### src/rtl/pal_pkg.sv
// Shared definitions for the PAL programming blocks: loader FSM states and
// the default OR-array geometry.
package pal_pkg;

  // Loader FSM states.
  typedef enum logic [2:0] {
    ST_IDLE   = 3'd0,
    ST_LOAD   = 3'd1,
    ST_PARITY = 3'd2,
    ST_COMMIT = 3'd3,
    ST_DONE   = 3'd4,
    ST_ERROR  = 3'd5
  } pal_state_e;

  // Default OR-array geometry: product-term inputs per row, number of rows.
  localparam int PAL_NUM_INPUTS = 5;
  localparam int PAL_SIZE       = 5;

endpackage : pal_pkg

### src/rtl/pal_fuse_loader.sv
// Serial fuse loader for the PAL OR array. Shifts SIZE*NUM_INPUTS data bits
// plus one even-parity bit into a shadow register, then pulses wen for one
// cycle when the parity checks out. The shadow register drives sel directly.
module pal_fuse_loader
  import pal_pkg::*;
#(
  parameter int NUM_INPUTS = PAL_NUM_INPUTS,
  parameter int SIZE       = PAL_SIZE
) (
  input  logic                  clk,
  input  logic                  rst_n,
  input  logic                  cfg_start,
  input  logic                  cfg_valid,
  input  logic                  cfg_bit,
  output logic                  cfg_ready,
  output logic [NUM_INPUTS-1:0] sel [SIZE-1:0],
  output logic                  wen,
  output logic                  done,
  output logic                  err
);

  localparam int TOTAL = SIZE * NUM_INPUTS;
  // One extra code point so the counter can represent TOTAL itself.
  localparam int CNT_W = $clog2(TOTAL + 1);

  pal_state_e r_state;
  pal_state_e w_state_next;

  logic [CNT_W-1:0]      r_bit_cnt;
  logic                  r_parity;
  logic [NUM_INPUTS-1:0] r_sel      [SIZE-1:0];
  logic [NUM_INPUTS-1:0] w_sel_next [SIZE-1:0];
  logic                  r_cfg_ready;
  logic                  r_wen;
  logic                  r_done;
  logic                  r_err;

  logic             w_restart;
  logic             w_xfer;
  logic             w_load_xfer;
  logic             w_last_bit;
  logic [TOTAL-1:0] w_cell_we;

  // A start request restarts the load from anywhere except COMMIT, where the
  // write to the OR array is already under way.
  assign w_restart   = cfg_start && (r_state != ST_COMMIT);
  // The bit offered alongside a restart is discarded, hence the !cfg_start.
  assign w_xfer      = cfg_valid && r_cfg_ready && !cfg_start;
  assign w_load_xfer = w_xfer && (r_state == ST_LOAD);
  assign w_last_bit  = (r_bit_cnt == CNT_W'(TOTAL - 1));

  // One write enable per fuse cell: cell k captures the k-th accepted bit.
  generate
    for (genvar gi = 0; gi < TOTAL; gi++) begin : g_cell_we
      assign w_cell_we[gi] = w_load_xfer && (r_bit_cnt == CNT_W'(gi));
    end
  endgenerate

  // State register.
  always_ff @(posedge clk or negedge rst_n) begin
    if (!rst_n) begin
      r_state <= ST_IDLE;
    end else begin
      r_state <= w_state_next;
    end
  end

  // Next-state logic.
  always_comb begin
    w_state_next = r_state;
    case (r_state)
      ST_IDLE, ST_DONE, ST_ERROR: begin
        if (cfg_start) w_state_next = ST_LOAD;
      end
      ST_LOAD: begin
        if (cfg_start) begin
          w_state_next = ST_LOAD;
        end else if (w_xfer && w_last_bit) begin
          w_state_next = ST_PARITY;
        end
      end
      ST_PARITY: begin
        if (cfg_start) begin
          w_state_next = ST_LOAD;
        end else if (w_xfer) begin
          // Even parity over data plus parity bit must come out zero.
          w_state_next = (r_parity ^ cfg_bit) ? ST_ERROR : ST_COMMIT;
        end
      end
      ST_COMMIT: begin
        w_state_next = ST_DONE;
      end
      default: begin
        w_state_next = ST_IDLE;
      end
    endcase
  end

  // Bit counter and running parity of the accepted data bits.
  always_ff @(posedge clk or negedge rst_n) begin
    if (!rst_n) begin
      r_bit_cnt <= '0;
      r_parity  <= 1'b0;
    end else if (w_restart) begin
      r_bit_cnt <= '0;
      r_parity  <= 1'b0;
    end else if (w_load_xfer) begin
      r_bit_cnt <= r_bit_cnt + CNT_W'(1);
      r_parity  <= r_parity ^ cfg_bit;
    end
  end

  // Shadow register update: clear on restart, otherwise write the addressed cell.
  always_comb begin
    w_sel_next = r_sel;
    for (int r = 0; r < SIZE; r++) begin
      for (int c = 0; c < NUM_INPUTS; c++) begin
        if (w_restart) begin
          w_sel_next[r][c] = 1'b0;
        end else if (w_cell_we[r*NUM_INPUTS + c]) begin
          w_sel_next[r][c] = cfg_bit;
        end
      end
    end
  end

  // Shadow register; it is never written outside LOAD, so it holds through COMMIT.
  always_ff @(posedge clk or negedge rst_n) begin
    if (!rst_n) begin
      for (int r = 0; r < SIZE; r++) begin
        r_sel[r] <= '0;
      end
    end else begin
      r_sel <= w_sel_next;
    end
  end

  // Registered status outputs, decoded from the state being entered so that
  // each one lines up exactly with its state.
  always_ff @(posedge clk or negedge rst_n) begin
    if (!rst_n) begin
      r_cfg_ready <= 1'b0;
      r_wen       <= 1'b0;
      r_done      <= 1'b0;
      r_err       <= 1'b0;
    end else begin
      r_cfg_ready <= (w_state_next == ST_LOAD) || (w_state_next == ST_PARITY);
      r_wen       <= (w_state_next == ST_COMMIT);
      r_done      <= (w_state_next == ST_DONE);
      r_err       <= (w_state_next == ST_ERROR);
    end
  end

  assign cfg_ready = r_cfg_ready;
  assign wen       = r_wen;
  assign done      = r_done;
  assign err       = r_err;
  assign sel       = r_sel;

endmodule : pal_fuse_loader
### config.mk
export PLATFORM = sky130hd
export DESIGN_NAME = pal_fuse_loader
export DESIGN_NICKNAME = d
export VERILOG_FILES = /design/src/rtl/pal_pkg.sv /design/src/rtl/pal_fuse_loader.sv
export SDC_FILE = /design/constraint.sdc
export NUM_CORES = 1
export LEC_CHECK = 0
export CAP_MARGIN = 20
export CORE_ASPECT_RATIO = 0.75
export CORE_MARGIN = 2
export CORE_UTILIZATION = 38
export CTS_BUF_LIST = sky130_fd_sc_hd__clkbuf_8
export DETAILED_ROUTE_END_ITERATION = 7
export PLACE_DENSITY = 0.6
export SETUP_SLACK_MARGIN = 0.05
export SLEW_MARGIN = 10
export SYNTH_ARGS = -nofsm -noshare
export SYNTH_HDL_FRONTEND = slang
export SYNTH_SLANG_ARGS = --single-unit
### constraint.sdc
create_clock -name clk -period 3.9 [get_ports clk]
set_input_delay 0.39 -clock clk [delete_from_list [all_inputs] [get_ports clk]]
set_output_delay 0.39 -clock clk [all_outputs]
set_load 0.005 [all_outputs]
==> After elaboration in Yosys (flattened, before gate mapping) <==
Cells that the tools add are included.
{ "totals": {"regBits": 38, "latchBits": 0, "ramBits": 0, "rom_bits": 0, "in_bits": 5, "output_inout_bits": 29, "elab_cells": 191, "mem_count": 0} }
{ "classes": {"add_sub_neg": 1, "multipliers": 0, "div_mod_pow": 0, "order_cmp": 0, "n_eq_ne": 35, "shift": 0, "mux": 61, "bitwise": 1, "n_reduce_logical": 61} }
{ "ops": {"columns": ["operator", "n"], "rows": [
  ["two-way mux 1 bit", 52],
  ["nonzero test 2 bit", 26],
  ["== test 5 bit (second input constant)", 9],
  ["== test 5 x 4 -> 1 bit (second input constant)", 8],
  ["logical AND 1 bit", 30],
  ["== test 5 x 3 -> 1 bit (second input constant)", 4],
  ["two-way mux 3 bit", 6],
  ["== test 3 x 2 -> 1 bit (second input constant)", 4],
  ["== test 3 bit (second input constant)", 4],
  ["one-hot mux 3 bit (4 select lines)", 1],
  ["== test 5 x 2 -> 1 bit (second input constant)", 2],
  ["two-way mux 5 bit", 2],
  ["== test 3 x 1 -> 1 bit (second input constant)", 2],
  ["adder 5 x 1 -> 5 bit (second input constant)", 1],
  ["== test 5 x 1 -> 1 bit (second input constant)", 1],
  ["zero test 5 bit", 1],
  ["zero test 3 bit", 1],
  ["!= test 3 x 2 -> 1 bit (second input constant)", 1],
  ["OR reduction 3 bit", 1],
  ["zero test 1 bit", 1],
  ["logical OR 1 bit", 1],
  ["XOR 1 bit", 1]
]} }

==> Longest topological paths before layout <==
{ "logic_depth": {"word_depth": 8, "ltp_mapped": 7, "depth_no_buf": 6} }

==> Least setup slack after synthesis <==
OpenSTA, ideal clock, no wires.
{ "synth_path": {"kind": "register to register", "start": "register r_bit_cnt[3]", "end": "register r_sel, in the netlist sel[15]", "setup_ns": 0.121, "t_arrival_ns": 1.394, "t_required_ns": 3.779, "setup_slack_ns": 2.384, "path_stages_with_launch": 8, "n_path_buf": 2, "synth_period_minus_slack_ns": 1.516, "cell_sequence": "dfrtp_1 -> buf_2 -> clkbuf_1 -> and3_1 -> ha_1 -> nand2_1 -> mux2i_1 -> nor2_1"} }
{ "synth_via": {"elab_chain_len": 3} }
{ "synth_rtl": {"columns": ["element", "line", "source"], "rows": [
  ["start, declared", "pal_fuse_loader.sv:29", "logic [CNT_W-1:0] r_bit_cnt;"],
  ["start signal, assigned", "pal_fuse_loader.sv:108", "r_bit_cnt <= r_bit_cnt + CNT_W'(1);"],
  ["== test 5 x 4 -> 1 bit", "pal_fuse_loader.sv:55", "assign w_cell_we[gi] = w_load_xfer && (r_bit_cnt == CNT_W'(gi));"],
  ["logical AND 1 bit", "pal_fuse_loader.sv:55", null],
  ["nonzero test 2 bit (no source line)", null, null],
  ["end signal, assigned", "pal_fuse_loader.sv:134", "r_sel <= w_sel_next;"],
  ["end, declared", "pal_fuse_loader.sv:31", "logic [NUM_INPUTS-1:0] r_sel [SIZE-1:0];"]
]} }
No other way between the ends.
A chain may end at the register's enable or synchronous reset.

==> Worst setup path in the final report <==
{ "layout_path": {"start": "input port cfg_start", "end": "register r_sel, in the netlist sel[17]"} }
{ "layout_via": {"elab_chain_len": 5, "elab_cells_between_ends": 7, "classes_between": "1 x mux; 6 x reduce/logical"} }
{ "layout_rtl": {"columns": ["element", "line", "source"], "rows": [
  ["start, declared", "pal_fuse_loader.sv:12", "input logic cfg_start,"],
  ["zero test 1 bit", "pal_fuse_loader.sv:48", "assign w_xfer = cfg_valid && r_cfg_ready && !cfg_start;"],
  ["logical AND 1 bit", "pal_fuse_loader.sv:48", null],
  ["logical AND 1 bit", "pal_fuse_loader.sv:49", "assign w_load_xfer = w_xfer && (r_state == ST_LOAD);"],
  ["logical AND 1 bit", "pal_fuse_loader.sv:55", null],
  ["nonzero test 2 bit (no source line)", null, null]
]} }
Parallel ways exist; a longest one is shown, timed or not.

==> impl_metrics.toml <==
[clock_network]
cts_max_level = 2
cts_buffer_depth = 2
cts-buffers-inserted = 5
post-cts-setup-buffers = 0
insertion_delay_ns = 0.29
cts_tree = "yes"
cts_sinks = 38
cts_resized = 0
holdBufCountCts = 0
cts_root_buf = "clkbuf_8"
cts.clk_slew.worst_paths_ns = 0.08

[route]
ant_nets = 0
dr.pass1.iters = 4
drt_iter0_drc = 131
wire_per_inst_um = 15.2
via_per_inst = 5.27
routed_wl_mm = 4.42
vias = 1528
drc_errors = 0

[timing]
finClkSkew_ns = 0.00591
slew_viol_final = 0
holdWs_ns = 0.194
rsz0062_at_grt = "false"
min_period_ns = 2.22
setup_viol_count_final = 0
fin_tns_setup_ns = 0
slew_headroom_pct = 34.5
hold_viol_final = 0
fmax_ghz = 0.450
tightest_slew_ns = 0.983
worst_slack_ns = 1.68
finalCritPeriodShare_pct = 57.0

[final_layout]
drive_above_1_share_pct = 8.70
antenna_cells = 0
syn2layout_area_growth_pct = 21.3
layout_commonest_cell = "dfrtp_1"
n_fill_cell = 485
final_cell_mix = "38 x dfrtp_1, 32 x clkdlybuf4s50_1, 25 x nor2_1"
fin_nets = 240

[synthesis]
async_reset_ff_share_pct = 100
ys.flop_type = "dfrtp_1"
syn_inst = 200
synth_edf_count = 0
syn_area_per_cell_um2 = 9.86
yosysWarnings = 0
synth_top_cell_by_area = "dfrtp_1"
syn-cell-area_um2 = 1970
synth_top_area_share_pct = 48.2
ys_ff_latch = 38
netlist-cell-type-count = 36
synth_top_cells_by_area = "dfrtp_1 48%, mux2i_1 8.6%, nand3_1 5.1%"
synthesis.nets = 210
synth_seq_area_share_pct = 48.2

[power_and_ir_drop]
ir_drop_mv = 0.194
p_leak_nw = 1.02
p_per_area_nw_per_um2 = 302

[die]
rows = 22
die_height_um = 66.4
chipWidth_um = 87.2
io_pins = 34
coreArea_um2 = 4950
start_util_pct = 39.8
dieArea_um2 = 5790

[global_route]
overflow = 0
grt.total_usage_pct = 17.0
grt_pass1_wl_mm = 7.38
grt_pass1_vias = 1452
grt.met2_usage_pct = 22.5
use_met3_pct = 4.37
antenna_found_initial = 0
grt_max_degree = 39
met1_usage_pct = 25.9
grt_busiest_layer = "met1"

[worst_setup_path]
r2r_slack_ns = 1.91
arrival_ns = 2.36
rr_worst_depth = 5
crit-reg2reg-capture = "sel[17]"
crit_path_max_fanout = 10
path_class = "primary input to flip-flop"
cp-start-kind = "primary input"
rr_startpoint = "r_state[1]"
endpoint_kind = "flip-flop"
critPathRequiredTime_ns = 4.03

[worst_hold_path]
worstHoldPathType = "primary input to async pin"

[status]
status = "completed"

[place]
gp_congestion = 0.849
port_buffers = 33
post-place-ws_ns = 1.37
hpwl_mm = 2.94

[flow_run]
maxCapViolCount = 0
==> flip-flops by register name (all words and copies together), names as in the netlist <==
register   flops
cfg_ready      1
wen            1
done           1
err            1
r_bit_cnt      5
sel           25
r_parity       1
r_state        3
==> metal layers <==
| layer | share of wire [%] | wire length (um) |
|---|---|---|
| met1 | 52 | 2300 |
| met5 | 0 | 0 |
| met4 | 1.3 | 59 |
| met2 | 41 | 1820 |
| met3 | 5.2 | 228 |
==> critical path: stages <==
cell             delay [ns]
clkdlybuf4s50_1        0.55
nand4bb_1              0.58
nor4_4                 0.59
nand2_1                0.10
nand2_1                0.08
a21oi_1                0.05
==> layout make-up <==
| class | count | area (um2) | share of cell area (%) |
|---|---|---|---|
| Sequential cell | 38 | 951 | 39.8 |
| Timing Repair Buffer | 34 | 333 | 13.9 |
| Tap cell | 60 | 75.1 | 3.14 |
| Inverter | 4 | 15.0 | 0.628 |
| Clock inverter | 2 | 10.0 | 0.419 |
| Multi-Input combinational cell | 147 | 938 | 39.2 |
| Clock buffer | 5 | 68.8 | 2.88 |
==> metrics by stage <==
step	cell area [um2]	utilization, %	std cells	total power [mW]
global route	2390	48.3	290	0.761
floorplan	1970	-	200	0.450
detailed placement	2310	46.7	283	0.474
global placement	2310	46.7	283	0.473
finish	2390	48.3	290	0.723
CTS	2390	48.3	290	0.736
==> kinds of logic (layout without fill, tap and decap cells) <==
logic type	after synthesis	after routing	share of synthesized area [%]
AO/OA/AOI/OAI	20	20	5.65
XOR/XNOR	4	4	1.78
adder cells (fa/ha/maj)	5	5	3.17
buffers and inverters	15	45	4.19
flip-flops	38	38	48.2
multiplexers	17	17	8.63
AND/OR/NAND/NOR	101	101	28.4
==> synthesized netlist by cell type (all sizes together) (3+ instances only) <==
cell / count
a21oi: 7
ha: 5
xnor2: 3
inv: 4
and2: 3
mux2i: 17
o21ai: 9
dfrtp: 38
nor2: 27
nor4: 11
nand2: 22
nor2b: 5
nand3: 20
buf: 9
==> how the worst max path moves through the flow <==
stage	start	cells past startpoint	endpoint	slack, ns
after detailed placement	cfg_start	6	sel[17]	1.37
after CTS	cfg_start	6	sel[17]	1.68
after global placement	cfg_start	5	sel[5]	1.41
final	cfg_start	6	sel[17]	1.68
after global routing	cfg_start	6	sel[16]	1.50
after floorplan	r_bit_cnt[3]	7	sel[15]	2.38
==> power by group <==
| group | internal [mW] | switching, mW |
|---|---|---|
| clock | 0.120 | 0.137 |
| sequential | 0.397 | 0.00361 |
| combinational | 0.0197 | 0.0449 |
| total | 0.537 | 0.186 |
No activity file was read; power rests on OpenSTA's default activity.
